File: src/rtl/img_proc_pkg.sv
// img_proc_pkg: shared constants, widths and pipeline tag type for the image-processing blocks
package img_proc_pkg;
  localparam int PIPE_LAT = 3;
  localparam int GRAD_EXTRA = 3;
  typedef struct packed {
    logic valid;
    logic blank;
    logic eol;
  } pix_tag_t;
  function automatic int grad_width(input int w);
    return w + GRAD_EXTRA;
  endfunction
  function automatic int sat_max(input int w);
    return (1 << w) - 1;
  endfunction
endpackage

File: src/rtl/win_shift_3x3.sv
// win_shift_3x3: 3x3 window shift register with column/row counters.
// Ports: clk, rst_n (async active-low), valid_i (column triplet valid),
// din_r0_i/din_r1_i/din_r2_i (bottom/middle/top pixel), win_o[row][col] (col 0 newest),
// tag_o (valid, blank = column 0/1 of a line, eol = last column) aligned with win_o.
module win_shift_3x3
  import img_proc_pkg::*;
#(
  parameter int WIDTH   = 8,
  parameter int COL_NUM = 1280,
  parameter int ROW_NUM = 720
) (
  input  logic                        clk,
  input  logic                        rst_n,
  input  logic                        valid_i,
  input  logic [WIDTH-1:0]            din_r0_i,
  input  logic [WIDTH-1:0]            din_r1_i,
  input  logic [WIDTH-1:0]            din_r2_i,
  output logic [2:0][2:0][WIDTH-1:0]  win_o,
  output pix_tag_t                    tag_o
);
  localparam int CW = COL_NUM > 1 ? $clog2(COL_NUM) : 1;
  localparam int RW = ROW_NUM > 1 ? $clog2(ROW_NUM) : 1;
  localparam logic [CW-1:0] COL_LAST = CW'(COL_NUM - 1);
  localparam logic [RW-1:0] ROW_LAST = RW'(ROW_NUM - 1);
  logic [CW-1:0] col_q, col_d;
  logic [RW-1:0] row_q, row_d;
  logic [2:0][2:0][WIDTH-1:0] win_q, win_d;
  logic [2:0][WIDTH-1:0] din;
  pix_tag_t tag_q;
  logic col_last;
  assign din = {din_r2_i, din_r1_i, din_r0_i};
  always_comb begin
    col_last = col_q == COL_LAST;
    col_d = !valid_i ? col_q : col_last ? '0 : col_q + 1'b1;
    row_d = !(valid_i && col_last) ? row_q : (row_q == ROW_LAST) ? '0 : row_q + 1'b1;
    win_d = valid_i ? {win_q[2][1:0], din[2], win_q[1][1:0], din[1], win_q[0][1:0], din[0]} : win_q;
  end
  // blank marks the pixel whose window still spans the previous line
  always_ff @(posedge clk or negedge rst_n)
    if (!rst_n) begin
      col_q <= '0;
      row_q <= '0;
      win_q <= '0;
      tag_q <= '0;
    end else begin
      col_q <= col_d;
      row_q <= row_d;
      win_q <= win_d;
      tag_q <= '{valid: valid_i, blank: col_q <= CW'(1), eol: valid_i && col_last};
    end
  assign win_o = win_q;
  assign tag_o = tag_q;
endmodule

File: src/rtl/sobel_edge_3x3.sv
// sobel_edge_3x3: 3-stage Sobel edge detector (window, gradients, magnitude).
// Ports: clk, rst_n (async active-low), valid_in, din_r0/din_r1/din_r2 (bottom/middle/top line),
// thresh (binarisation threshold), dout (saturated |Gx|+|Gy| or binary edge), valid_out, eol.
// Build option: define SOBEL_BINARY_EN for binary output (mag > thresh -> all ones, else 0).
module sobel_edge_3x3
  import img_proc_pkg::*;
#(
  parameter int WIDTH   = 8,
  parameter int COL_NUM = 1280,
  parameter int ROW_NUM = 720
) (
  input  logic             clk,
  input  logic             rst_n,
  input  logic             valid_in,
  input  logic [WIDTH-1:0] din_r0,
  input  logic [WIDTH-1:0] din_r1,
  input  logic [WIDTH-1:0] din_r2,
  input  logic [WIDTH-1:0] thresh,
  output logic [WIDTH-1:0] dout,
  output logic             valid_out,
  output logic             eol
);
  localparam int GW = grad_width(WIDTH);
  localparam logic [WIDTH-1:0] PIX_MAX = WIDTH'(sat_max(WIDTH));
  logic [2:0][2:0][WIDTH-1:0] win;
  pix_tag_t tag1, tag2_q;
  logic signed [GW-1:0] gx_d, gx_q, gy_d, gy_q;
  logic [GW-1:0] ax, ay;
  logic [GW:0] mag;
  logic [WIDTH-1:0] pix, dout_d, dout_q;
  logic valid_q, eol_q;
  win_shift_3x3 #(.WIDTH(WIDTH), .COL_NUM(COL_NUM), .ROW_NUM(ROW_NUM)) u_win (
    .clk      (clk),
    .rst_n    (rst_n),
    .valid_i  (valid_in),
    .din_r0_i (din_r0),
    .din_r1_i (din_r1),
    .din_r2_i (din_r2),
    .win_o    (win),
    .tag_o    (tag1)
  );
  // 1-2-1 weighted sum, middle term doubled
  function automatic logic signed [GW-1:0] wsum(input logic [WIDTH-1:0] a, b, c);
    return $signed(GW'(a) + (GW'(b) << 1) + GW'(c));
  endfunction
`ifndef SOBEL_BINARY_EN
  logic unused_thresh;
  assign unused_thresh = ^thresh;
`endif
  always_comb begin
    gx_d = wsum(win[0][0], win[1][0], win[2][0]) - wsum(win[0][2], win[1][2], win[2][2]);
    gy_d = wsum(win[0][2], win[0][1], win[0][0]) - wsum(win[2][2], win[2][1], win[2][0]);
    ax = gx_q[GW-1] ? -gx_q : gx_q;
    ay = gy_q[GW-1] ? -gy_q : gy_q;
    mag = {1'b0, ax} + {1'b0, ay};
`ifdef SOBEL_BINARY_EN
    pix = (mag > (GW+1)'(thresh)) ? PIX_MAX : '0;
`else
    pix = |mag[GW:WIDTH] ? PIX_MAX : mag[WIDTH-1:0];
`endif
    dout_d = !tag2_q.valid ? dout_q : tag2_q.blank ? '0 : pix;
  end
  always_ff @(posedge clk or negedge rst_n)
    if (!rst_n) begin
      gx_q    <= '0;
      gy_q    <= '0;
      tag2_q  <= '0;
      dout_q  <= '0;
      valid_q <= 1'b0;
      eol_q   <= 1'b0;
    end else begin
      gx_q    <= gx_d;
      gy_q    <= gy_d;
      tag2_q  <= tag1;
      dout_q  <= dout_d;
      valid_q <= tag2_q.valid;
      eol_q   <= tag2_q.eol;
    end
  assign dout = dout_q;
  assign valid_out = valid_q;
  assign eol = eol_q;
endmodule
File: config.mk
export PLATFORM = sky130hd
export DESIGN_NAME = sobel_edge_3x3
export DESIGN_NICKNAME = d
export VERILOG_FILES = /design/src/rtl/img_proc_pkg.sv /design/src/rtl/win_shift_3x3.sv /design/src/rtl/sobel_edge_3x3.sv
export SDC_FILE = /design/constraint.sdc
export NUM_CORES = 1
export LEC_CHECK = 0
export BUFFER_PORTS_ARGS = -buffer_cell sky130_fd_sc_hd__buf_2
export CORE_MARGIN = 1
export CORE_UTILIZATION = 50
export CTS_BUF_LIST = sky130_fd_sc_hd__clkbuf_4 sky130_fd_sc_hd__clkbuf_8
export DETAILED_ROUTE_END_ITERATION = 6
export PLACE_DENSITY = 0.7
export SLEW_MARGIN = 20
export SYNTH_ARGS = -nofsm -noshare
export SYNTH_HDL_FRONTEND = slang
export SYNTH_HIERARCHICAL = 1
export SYNTH_SLANG_ARGS = --single-unit
File: constraint.sdc
create_clock -name clk -period 10.4 [get_ports clk]
set_clock_uncertainty 0.1 [all_clocks]
set_input_delay 1.04 -clock clk [delete_from_list [all_inputs] [get_ports clk]]
set_output_delay 1.04 -clock clk [all_outputs]
set_load 0.02 [all_outputs]
==> Yosys cells after proc, flatten, opt, wreduce, memory -nomap -nowiden <==
Index checks and enable logic that the tools add are counted.
{ "word_totals": {"word_cells": 44, "out_inout_bits": 10, "reg_bits": 121, "in_bits": 35} }
{ "op_classes": {"n_mux": 5, "eq_ne": 1, "reduce_logical": 2, "n_lt_le_gt_ge": 1, "add_sub_neg": 14} }
{ "ops": {"columns": ["cell", "n"], "rows": [
  ["adder 10 x 8 -> 11 bit", 4],
  ["adder 8 x 9 -> 10 bit", 4],
  ["two-way mux 11 bit", 3],
  ["negator 11 bit", 2],
  ["subtractor 11 bit", 2],
  ["two-way mux 8 bit", 2],
  ["adder 11 x 11 -> 12 bit", 1],
  ["adder 11 x 1 -> 11 bit (second input constant)", 1],
  ["equality test 11 bit (second input constant)", 1],
  ["<= comparator 11 x 1 -> 1 bit (second input constant)", 1],
  ["OR reduction 4 bit", 1],
  ["logical AND 1 bit", 1]
]} }

==> Depth between registers and ports, before layout <==
Gate-level depths: netlist of the first run.
{ "logic_depth": {"ltp_word": 6, "ltp_mapped": 15} }

==> By module <==
The synthesis of the first run kept the hierarchy.
{ "by_module_without_submodules": {"columns": ["module", "area_each_um2", "seq_area_each_um2", "cells_per_inst", "n_inst"], "rows": [
  ["sobel_edge_3x3", 4356.7, 875.8, 460, 1],
  ["win_shift_3x3", 3362.0, 2152.1, 224, 1]
]} }

==> Worst setup path before layout of the first run <==
Ideal clock, no wire load.
{ "synth_timing": {"path_type": "register -> register", "from": "register u_win.win_q, in the netlist u_win/win_o[2]", "to": "register gx_q[8]", "path_slack_ns": 6.942, "path_stages_with_launch": 14, "period_less_slack_ns": 3.458, "setup_time_ns": 0.123, "t_required_ns": 10.177, "arrival_time_ns": 3.236, "path_cell_list": "dfrtp_1 > inv_1 > fa_1 > inv_1 > fa_1 > inv_1 > fa_1 > inv_1 > ha_1 > a21o_1 > a21oi_1 > o21ai_1 > a31o_2 > xor2_1"} }
{ "synth_via": {"elab_chain_len": 3} }
{ "synth_rtl": {"columns": ["item", "line_no", "text"], "rows": [
  ["start, declared", "win_shift_3x3.sv:27", "logic [2:0][2:0][WIDTH-1:0] win_q, win_d;"],
  ["start signal, assigned", "win_shift_3x3.sv:48", "win_q <= win_d;"],
  ["adder 8 x 9 -> 10 bit", "sobel_edge_3x3.sv:44", "return $signed(GW'(a) + (GW'(b) << 1) + GW'(c));"],
  ["adder 10 x 8 -> 11 bit", "sobel_edge_3x3.sv:44", null],
  ["subtractor 11 bit", "sobel_edge_3x3.sv:51", "gx_d = wsum(win[0][0], win[1][0], win[2][0]) - wsum(win[0][2], win[1][2], win[2][2]);"],
  ["net gx_d[8]", "sobel_edge_3x3.sv:27", "logic signed [GW-1:0] gx_d, gx_q, gy_d, gy_q;"],
  ["end signal, assigned", "sobel_edge_3x3.sv:72", "gx_q <= gx_d;"],
  ["end, declared", "sobel_edge_3x3.sv:27", null]
]} }
The timed path passes the listed nets, and every way through them passes these cells.
A chain may end at the register's enable or synchronous reset.

==> Final worst setup path of the first run <==
Ends and elaborated chain as after synthesis.

==> results of run 1 <==
==> metrics by stage <==
stage / hold slack (ns) / area, um2 / instances
2_1_floorplan: 0.2312 / 7719 / 684
3_3_place_gp: 0.2330 / 8088 / 897
3_5_place_dp: 0.2347 / 8088 / 897
4_1_cts: 0.2503 / 8543 / 928
5_1_grt: 0.2514 / 8543 / 928
6_report: 0.2481 / 8543 / 928
==> kinds of logic (layout without fill, tap and decap cells) <==
| family | after synthesis | in the layout | share of synthesized area, % |
|---|---|---|---|
| xor+xnor | 40 | 40 | 4.636 |
| mux | 75 | 75 | 10.91 |
| compound gates | 83 | 83 | 7.570 |
| buf+inv | 170 | 226 | 8.445 |
| fa+ha+maj | 102 | 102 | 22.66 |
| flops | 121 | 121 | 39.23 |
| simple gates | 93 | 93 | 6.549 |
==> cell usage in the layout, fill, tap and decap left out, drive strengths merged, types with 5 or more instances in the layout <==
cell type and instances:
inv 158, dfrtp 121, mux2 73, fa 63
ha 39, buf 37, xnor2 34, clkbuf 24
o21ai 22, nand2 21, nor2 15, a21oi 15
nor2b 10, nor3 9, a31oi 7, nand3 6
or3 6, a21o 6, xor2 6, nand2b 5
==> state kept, by name, indices dropped and copies added, names as in the netlist, 3 cells and up <==
register and cells:
u_win/win_o 72, gx_q 11, gy_q 11, u_win/col_q 11, dout 8, tag2_q 3, u_win/tag_o 3
==> cell usage after synthesis, types with 3 or more instances <==
cell / n
nand2b_1: 5
a41oi_1: 3
ha_1: 39
or3_1: 6
nand4_1: 3
buf_2: 4
nor3_1: 9
dfrtp_1: 121
o21ai_0: 17
clkbuf_1: 6
inv_1: 157
o211ai_1: 3
nand2_1: 21
a21oi_1: 15
xnor2_1: 34
a211o_1: 3
or4_1: 3
nor2b_1: 10
a21o_1: 6
a31oi_1: 7
o31ai_1: 4
nand3_1: 6
mux2_2: 73
fa_1: 63
o21bai_1: 3
nor4_1: 4
o21ai_1: 4
xor2_1: 5
o21a_1: 3
nor2_1: 15
==> layer usage <==
metal,up-vias,part of all wire (%)
met5,-,0
met3,12,2.5
met4,0,1.2
li1,2302,-
met1,2321,47
met2,50,50
==> worst paths after layout <==
kind | from | end | slack [ns] | depth (start not counted)
min in group asynchronous | rst_n | u_win/win_o[55] | 0.54 | 1
worst min register to register | u_win/tag_o[0] | tag2_q[0] | 0.25 | 0
max in group asynchronous | rst_n | u_win/win_o[65] | 8.37 | 2
worst min-delay path | u_win/tag_o[0] | tag2_q[0] | 0.25 | 0
worst max register to register | u_win/win_o[2] | gx_q[8] | 6.65 | 13
worst max-delay path | u_win/win_o[2] | gx_q[8] | 6.65 | 13
==> final cells by class <==
| type | instances | area, um2 | area share, % |
|---|---|---|---|
| well taps | 188 | 235.2 | 2.753 |
| multi-input cells | 393 | 4039 | 47.28 |
| flip-flops and latches | 121 | 3028 | 35.44 |
| clock buffers | 24 | 317.8 | 3.720 |
| repair buffers | 37 | 192.7 | 2.255 |
| clock inverters | 7 | 137.6 | 1.611 |
| inverters | 158 | 593.1 | 6.942 |
==> critical path, stage by stage (launching register included) <==
cell and delay [ns]:
dfrtp_1 0.39, inv_1 0.11, fa_1 0.54, inv_1 0.05
fa_1 0.47, inv_1 0.05, fa_1 0.60, inv_1 0.06
ha_1 0.29, a21o_1 0.16, a21oi_1 0.29, o21ai_1 0.13
a31o_2 0.28, xor2_1 0.13
==> reports/metrics.yaml, run 1 <==
cts:
  cts_buffers: 17
  clk_transition_reported_paths_ns: 0.07
  total_of_cells_resized_after_clock_tree_synthesis: 0
  cts-root-buf: "clkbuf_8"
  cts_htree_levels: 4
  clkSinkCount: 121
  clkLatencyLatePin_ns: 0.42
  max-clock-path-buffers: 2
  post_cts_repair_timing_setup_buffer_count: 0
  tritoncts: "yes"
  post_cts_hold_buffer_count: 0
yosys:
  synth.top_cell.area_share_pct: 39.23
  synth_edf_count: 0
  synthesis.instances: 684
  mappedNetlistNets: 821
  synth_area_um2: 7719
  synth_async_sr_flop_share_pct: 100.0
  synth_largest_area_cell: "dfrtp_1"
  synth-main-ff-cell: "dfrtp_1"
  syn_area_per_cell_um2: 11.28
  yosysWarnings: 6
  ys_top_cells_by_area: "dfrtp_1 (39%), fa_1 (16%), mux2_2 (11%)"
  synth.lib_cells_used.distinct: 56
  ys_seq_elements: 121
  seq_total_area_yosys_pct: 39.23
placed_design:
  finalWeightedCongestion: 0.8372
  place_hpwl_um: 9662
  dp_slack_ns: 6.634
  numPortBuffers: 36
critical_path:
  arrival_ns: 3.97
  kind_of_capture_point_of_the_worst_setup_path: "flip-flop"
  start_kind: "flip-flop"
  timing.critical_path.fanout_max: 3
  crit_path_category: "flip-flop to flip-flop"
  critical_path_required_ns: 10.61
grt:
  met3_resource_use_gr_pct: 4.673
  largest_net_degree_at_the_start_of_global_routing: 82
  globalRouteMet2Util_pct: 30.35
  antenna_found_initial: 0
  grt_util_overall_pct: 18.12
  grt_busiest_layer: "met2"
  grt-ovfl-total: 0
  global_route_wire_length_before_repair_um: 23080
  met1_capacity_usage_during_global_routing_pct: 23.36
  first_global_vias: 5087
routing:
  avgViaCountPerCell: 5.048
  drtIter0Drc: 164
  route.vias.total: 4685
  route.final.wire_length_um: 12530
  route.detailed.drc: 0
  route.antenna.remaining_nets: 0
  firstDrtPassIters: 4
  routedWlPerCell_um: 13.50
final_layout:
  finalCoreUtilization_pct: 56.41
  insertedDiodeCount: 0
  syn_to_final_growth_pct: 10.68
  nets: 865
  fillerInstances: 1262
  layout-drive-gt1-share_pct: 20.54
die:
  die-area_um2: 15940
  chip_height_um: 126.2
  start_util_pct: 50.96
  chip_width_um: 126.2
  rows: 45
  core_um2: 15150
  io_pins: 45
flow_run:
  drv.max_cap_violation_count: 0
timing:
  tightestPinTransition_ns: 0.9817
  fmaxAchievable_mhz: 266.6
  slew-limit-headroom_pct: 34.55
  unrepaired_setup_endpoints_after_global_routing: "no"
  totalNegativeSetupSlack_ns: 0
  finalHoldViolCount: 0
  layout_setup_ws_ns: 6.648
  final_setup_vio_count: 0
  final.min_clock_period_ns: 3.752
  min_period_over_period_pct: 36.07
  timing_max_transition_violations_final: 0
worst_hold_path:
  min-delay-path-class: "flip-flop to flip-flop"
outcome:
  status: "completed"
Power of run 1 is not shown: default switching activity piles up to over one toggle a cycle in this logic, so the estimate is an artifact.
==> inputs of run 2 (changes only) <==
--- a/config.mk
+++ b/config.mk
@@ -10,7 +10,7 @@
 export CORE_UTILIZATION = 50
 export CTS_BUF_LIST = sky130_fd_sc_hd__clkbuf_4 sky130_fd_sc_hd__clkbuf_8
 export DETAILED_ROUTE_END_ITERATION = 6
-export PLACE_DENSITY = 0.7
+export PLACE_DENSITY = 0.73
 export SLEW_MARGIN = 20
 export SYNTH_ARGS = -nofsm -noshare
 export SYNTH_HDL_FRONTEND = slang
==> constraint.sdc (replaced) <==
create_clock -name clk -period 3.2 [get_ports clk]
set_clock_uncertainty 0.1 [all_clocks]
set_input_delay 0.32 -clock clk [delete_from_list [all_inputs] [get_ports clk]]
set_output_delay 0.32 -clock clk [all_outputs]
set_load 0.02 [all_outputs]
==> run 2 against run 1 <==
Effect of this change:
- the flow now finishes with violations (setup timing)
- worst setup slack lost 6.9 ns
- via count grew 9.6%
- hold slack lost 0.00051 ns
- core utilization grew 6.6 points
- sequential share of layout area shrank 3.7 points
- fmax grew 10%
- first-iteration DRC count shrank 27%
- critical path depth grew 1
- count of clock-buffer cells in the layout shrank 3
- wire length grew 13%
- global-route usage grew 1.5 points
- critical endpoint is now gx_q[6]
==> reports/metrics.yaml, run 2 (synthesis results as in run 1) <==
final_layout:
  layout-drive-gt1-share_pct: 32.93
  syn_to_final_growth_pct: 23.62
  nets: 959
  insertedDiodeCount: 0
  flip_flop_count_of_the_largest_register_all_copies_and_words_added: 72
  fillerInstances: 1109
  finalCoreUtilization_pct: 63.00
  most_frequent_standard_cell_in_the_layout_excluding_fill_and_tap_cells: "inv_1"
  mostFrequentLayoutCells: "inv_1 (136), dfrtp_1 (121), mux2_2 (73)"
critical_path:
  critical_path.cell_chain: "inv_2 -> fa_1 -> inv_1 -> fa_1 -> inv_1 -> fa_1 -> inv_1 -> ha_1 -> a21o_1 -> a21oi_2 -> buf_4 -> o21bai_4 -> a21oi_2 -> xnor2_1"
  timing.rr.start: "u_win/win_o[25]"
  critPathTopFamily: "adder cells"
  critPathSlowestCell: "fa_1"
  crit_path_category: "flip-flop to flip-flop"
  start_kind: "flip-flop"
  arrival_ns: 3.66
  critical_path_required_ns: 3.45
  timing.critical_path.fanout_max: 2
  crit_path_start: "u_win/win_o[25]"
  worst-path-buf-inv: 5
  critPathMaxStageDelay_ns: 0.53
  kind_of_capture_point_of_the_worst_setup_path: "flip-flop"
timing:
  slew-limit-headroom_pct: 58.43
  final_setup_vio_count: 11
  final.min_clock_period_ns: 3.408
  timing_max_transition_violations_final: 0
  finalHoldViolCount: 0
  min_period_over_period_pct: 106.5
  fmaxAchievable_mhz: 293.4
  layout_setup_ws_ns: -0.2079
  unrepaired_setup_endpoints_after_global_routing: "yes"
  tightestPinTransition_ns: 0.6235
die:
  rows: 45
  die-area_um2: 15940
  io_pins: 45
  chip_height_um: 126.2
  start_util_pct: 50.96
  chip_width_um: 126.2
  core_um2: 15150
cts:
  tritoncts: "yes"
  clkLatencyLatePin_ns: 0.46
  clkSinkCount: 121
  cts_buffers: 17
  cts_htree_levels: 4
  max-clock-path-buffers: 2
  cts-root-buf: "clkbuf_8"
  clk_transition_reported_paths_ns: 0.07
routing:
  route.vias.total: 5134
  drtIter0Drc: 120
  route.detailed.drc: 0
  avgViaCountPerCell: 5.019
  routedWlPerCell_um: 13.86
  firstDrtPassIters: 4
  route.antenna.remaining_nets: 0
  route.final.wire_length_um: 14180
placed_design:
  place_hpwl_um: 10540
  numPortBuffers: 36
  finalWeightedCongestion: 0.8077
grt:
  first_global_vias: 5619
  grt_util_overall_pct: 19.59
  antenna_found_initial: 0
  grt-ovfl-total: 0
  global_route_wire_length_before_repair_um: 24470
  largest_net_degree_at_the_start_of_global_routing: 53
flow_run:
  drv.max_cap_violation_count: 0
worst_hold_path:
  timing.hold.worst.start: "u_win/tag_o[2]"
  min-delay-path-class: "flip-flop to flip-flop"
outcome:
  violations_in_the_final_reports: "setup timing"
  status: "complete, but fails checks"
==> run 2: area by class of cell <==
type                       count  area (um2)  share of cell area (%)
tap                          188       235.2                   2.465
clock inverter                11       193.9                   2.033
sequential                   121        3028                   31.73
clock buffer                  21       276.5                   2.898
timing repair buffer         131       980.9                   10.28
inverter                     158       593.1                   6.216
multi-input combinational    393        4234                   44.37
==> run 2: per-stage QoR <==
stage	TNS [ns]	worst slack (ns)	std cells	cell area [um2]	hold WS, ns
3_3_place_gp	-1.514	-0.1859	954	8583	0.2321
6_report	-1.471	-0.2079	1023	9542	0.2475
4_1_cts	-1.870	-0.2257	1018	9433	0.1970
5_1_grt	-3.114	-0.3124	1023	9542	0.2486
2_1_floorplan	-0.2493	-0.09923	684	7774	-0.07559
3_5_place_dp	-2.311	-0.2605	954	8583	0.2395
==> run 2: repair_timing <==
item                                    CTS  global route
pin swaps                                21            22
setup buffers                             7             5
endpoints found under the setup margin   12            18
hold endpoints to repair                 72             0
hold buffers                             25             0
gates resized for setup                  21            22
==> run 2: final timing paths <==
path | endpoint | slack (ns) | cells after the start
max in group asynchronous | u_win/win_o[65] | 1.92 | 3
min | tag2_q[2] | 0.25 | 0
min in group asynchronous | u_win/win_o[38] | 0.32 | 2
max | gx_q[6] | -0.21 | 14
min reg2reg | tag2_q[2] | 0.25 | 0
max reg2reg | gx_q[6] | -0.21 | 14
==> run 2: layer usage <==
metal  track usage (%)  vias up  share of wire, %
met5                 0        -                 0
li1                  -     2490                 -
met2             34.29       74                52
met3             4.545       22               2.7
met1             23.13     2548                43
met4             8.292        0               1.9
Power of run 2 is left out for the same reason.
==> inputs of run 3 (changes only) <==
--- a/config.mk
+++ b/config.mk
@@ -5,6 +5,7 @@
 export SDC_FILE = /design/constraint.sdc
 export NUM_CORES = 1
 export LEC_CHECK = 0
+export ABC_AREA = 1
 export BUFFER_PORTS_ARGS = -buffer_cell sky130_fd_sc_hd__buf_2
 export CORE_MARGIN = 1
 export CORE_UTILIZATION = 50
==> run 3 against run 2 <==
Effect of this change:
- the flow still finishes with violations (setup timing)
- die area is 3.6% higher
- sequential share of layout area fell by 0.71 points
- first-iteration DRC count up 130%
- final area increased by 2.3%
- non-clock buffer count down 10
- register-to-register slack improved by 0.06 ns
- area after synthesis increased by 3.6%
- count of clock-buffer cells in the layout unchanged
- synthesized cell count up 36%
- worst setup slack gained 0.063 ns
- flip-flop and latch count stayed put
- critical endpoint is now gy_q[10]
- largest cell class unchanged
==> reports/metrics.yaml, run 3 <==
outcome:
  status: "complete, but fails checks"
  violations_in_the_final_reports: "setup timing"
cts:
  max-clock-path-buffers: 2
  clk_transition_reported_paths_ns: 0.07
  clkLatencyLatePin_ns: 0.45
  clkSinkCount: 121
  cts-root-buf: "clkbuf_8"
  tritoncts: "yes"
  cts_buffers: 17
  cts_htree_levels: 4
final_layout:
  most_frequent_standard_cell_in_the_layout_excluding_fill_and_tap_cells: "nand2_1"
  fillerInstances: 1268
  nets: 1190
  layout-drive-gt1-share_pct: 21.01
  layout.area.seq_um2: 3028
  post_layout_nonfiller_instances: 1277
  flip_flop_count_of_the_largest_register_all_copies_and_words_added: 72
  insertedDiodeCount: 0
  finalCoreUtilization_pct: 63.26
  multiInputGateArea_um2: 4314
  syn_to_final_growth_pct: 22.03
  mostFrequentLayoutCells: "nand2_1 (228), inv_1 (187), dfrtp_1 (121)"
grt:
  first_global_vias: 6164
  grt-ovfl-total: 0
  antenna_found_initial: 0
  global_route_wire_length_before_repair_um: 26610
  grt_util_overall_pct: 20.56
  largest_net_degree_at_the_start_of_global_routing: 122
routing:
  firstDrtPassIters: 5
  route.final.wire_length_um: 15490
  route.antenna.remaining_nets: 0
  drtIter0Drc: 279
  route.detailed.drc: 0
  routedWlPerCell_um: 12.13
  avgViaCountPerCell: 4.692
  route.vias.total: 5992
yosys:
  synth-main-ff-cell: "dfrtp_1"
  synth_edf_count: 0
  syn_area_per_cell_um2: 8.590
  synth_area_um2: 7998
  yosysWarnings: 6
  synth_largest_area_cell: "dfrtp_1"
  seq_total_area_yosys_pct: 37.86
  synthesis.instances: 931
  ys_top_cells_by_area: "dfrtp_1 (38%), fa_1 (16%), nand2_1 (11%)"
  synth_async_sr_flop_share_pct: 100.0
  synth.lib_cells_used.distinct: 36
  leading_post_synthesis_cells_by_instance_count: "nand2_1 (234), inv_1 (213), dfrtp_1 (121)"
  ys_seq_elements: 121
  mappedNetlistNets: 1068
  most_frequently_used_cell_type_in_the_post_synthesis_netlist: "nand2_1"
  synth.top_cell.area_share_pct: 37.86
critical_path:
  worst-path-buf-inv: 4
  kind_of_capture_point_of_the_worst_setup_path: "flip-flop"
  critPathSlowestCell: "fa_1"
  timing.critical_path.fanout_max: 4
  critical_path.cell_chain: "inv_2 -> fa_1 -> inv_1 -> fa_1 -> inv_2 -> fa_1 -> inv_2 -> ha_4 -> a21oi_2 -> nand2_2 -> a21oi_4 -> o21ai_2 -> a21o_1 -> a21oi_2"
  crit_path_category: "flip-flop to flip-flop"
  critPathMaxStageDelay_ns: 0.54
  start_kind: "flip-flop"
  critical_path_required_ns: 3.47
  critPathTopFamily: "adder cells"
  arrival_ns: 3.61
timing:
  unrepaired_setup_endpoints_after_global_routing: "yes"
  finalHoldViolCount: 0
  tightestPinTransition_ns: 0.7785
  fmaxAchievable_mhz: 299.0
  layout_setup_ws_ns: -0.1446
  final_setup_vio_count: 9
  timing_max_transition_violations_final: 0
  final.min_clock_period_ns: 3.345
  min_period_over_period_pct: 104.5
  slew-limit-headroom_pct: 48.10
die:
  die-area_um2: 16500
  rows: 45
  core_um2: 15430
  chip_width_um: 128.5
  io_pins: 45
  start_util_pct: 51.84
  chip_height_um: 128.5
placed_design:
  placed_cells: 1204
  finalWeightedCongestion: 0.8160
  numPortBuffers: 36
  place_hpwl_um: 10520
worst_hold_path:
  min-delay-path-class: "flip-flop to flip-flop"
flow_run:
  drv.max_cap_violation_count: 0
[run 3: kinds of logic (layout without fill, tap and decap cells)]
family / Yosys count / after routing / synth area share (%)
and+or+nand+nor: 336 / 336 / 18.05
DFF: 121 / 121 / 37.86
adders and majority gates: 102 / 102 / 21.87
xor gates and xnor gates: 38 / 38 / 4.161
AOI/OAI and AO/OA: 98 / 98 / 6.461
buffers and inverters: 236 / 371 / 11.59
[run 3: per-layer routing]
metal,wire [um],part of all wire [%],up-vias,global-route usage [%]
li1,-,-,3039,-
met1,7003,45,2853,25.50
met2,7857,51,77,35.90
met3,336,2.2,23,3.659
met4,293,1.9,0,7.751
met5,0,0,-,0
[run 3: final timing paths]
| kind | startpoint | to | slack [ns] | depth (start not counted) |
|---|---|---|---|---|
| worst min register to register | u_win/tag_o[1] | tag2_q[1] | 0.25 | 0 |
| min in group asynchronous | rst_n | dout[7] | 0.39 | 3 |
| worst max-delay path | u_win/win_o[3] | gy_q[10] | -0.14 | 14 |
| worst min-delay path | u_win/tag_o[1] | tag2_q[1] | 0.25 | 0 |
| worst max register to register | u_win/win_o[3] | gy_q[10] | -0.14 | 14 |
| max in group asynchronous | rst_n | u_win/col_q[10] | 2.06 | 3 |
[run 3: per-stage QoR]
| step | setup WS, ns | setup TNS (ns) | hold WS (ns) | area, um2 |
|---|---|---|---|---|
| finish | -0.1446 | -0.6476 | 0.2513 | 9759 |
| global route | -0.2557 | -2.234 | 0.2509 | 9759 |
| CTS | -0.1576 | -0.5405 | 0.2535 | 9545 |
| detailed placement | -0.1599 | -1.082 | 0.2385 | 8738 |
| global placement | -0.1133 | -0.5970 | 0.2336 | 8738 |
| floorplan | -0.01374 | -0.01374 | -0.07559 | 8054 |
[run 3: layout make-up]
type | count | area share [%]
multi-input combinational | 574 | 44.21
timing repair buffer | 121 | 9.321
inverter | 218 | 8.423
tap | 211 | 2.705
clock buffer | 21 | 2.833
clock inverter | 11 | 1.487
sequential | 121 | 31.03
[run 3: what timing repair did]
action,in CTS,in global routing
hold buffers,26,0
setup buffers,4,11
gates resized for setup,24,46
endpoints found under the setup margin,12,22
hold endpoints to repair,146,0
cloned,0,0
pin swaps,21,32
Power of run 3 is left out for the same reason.
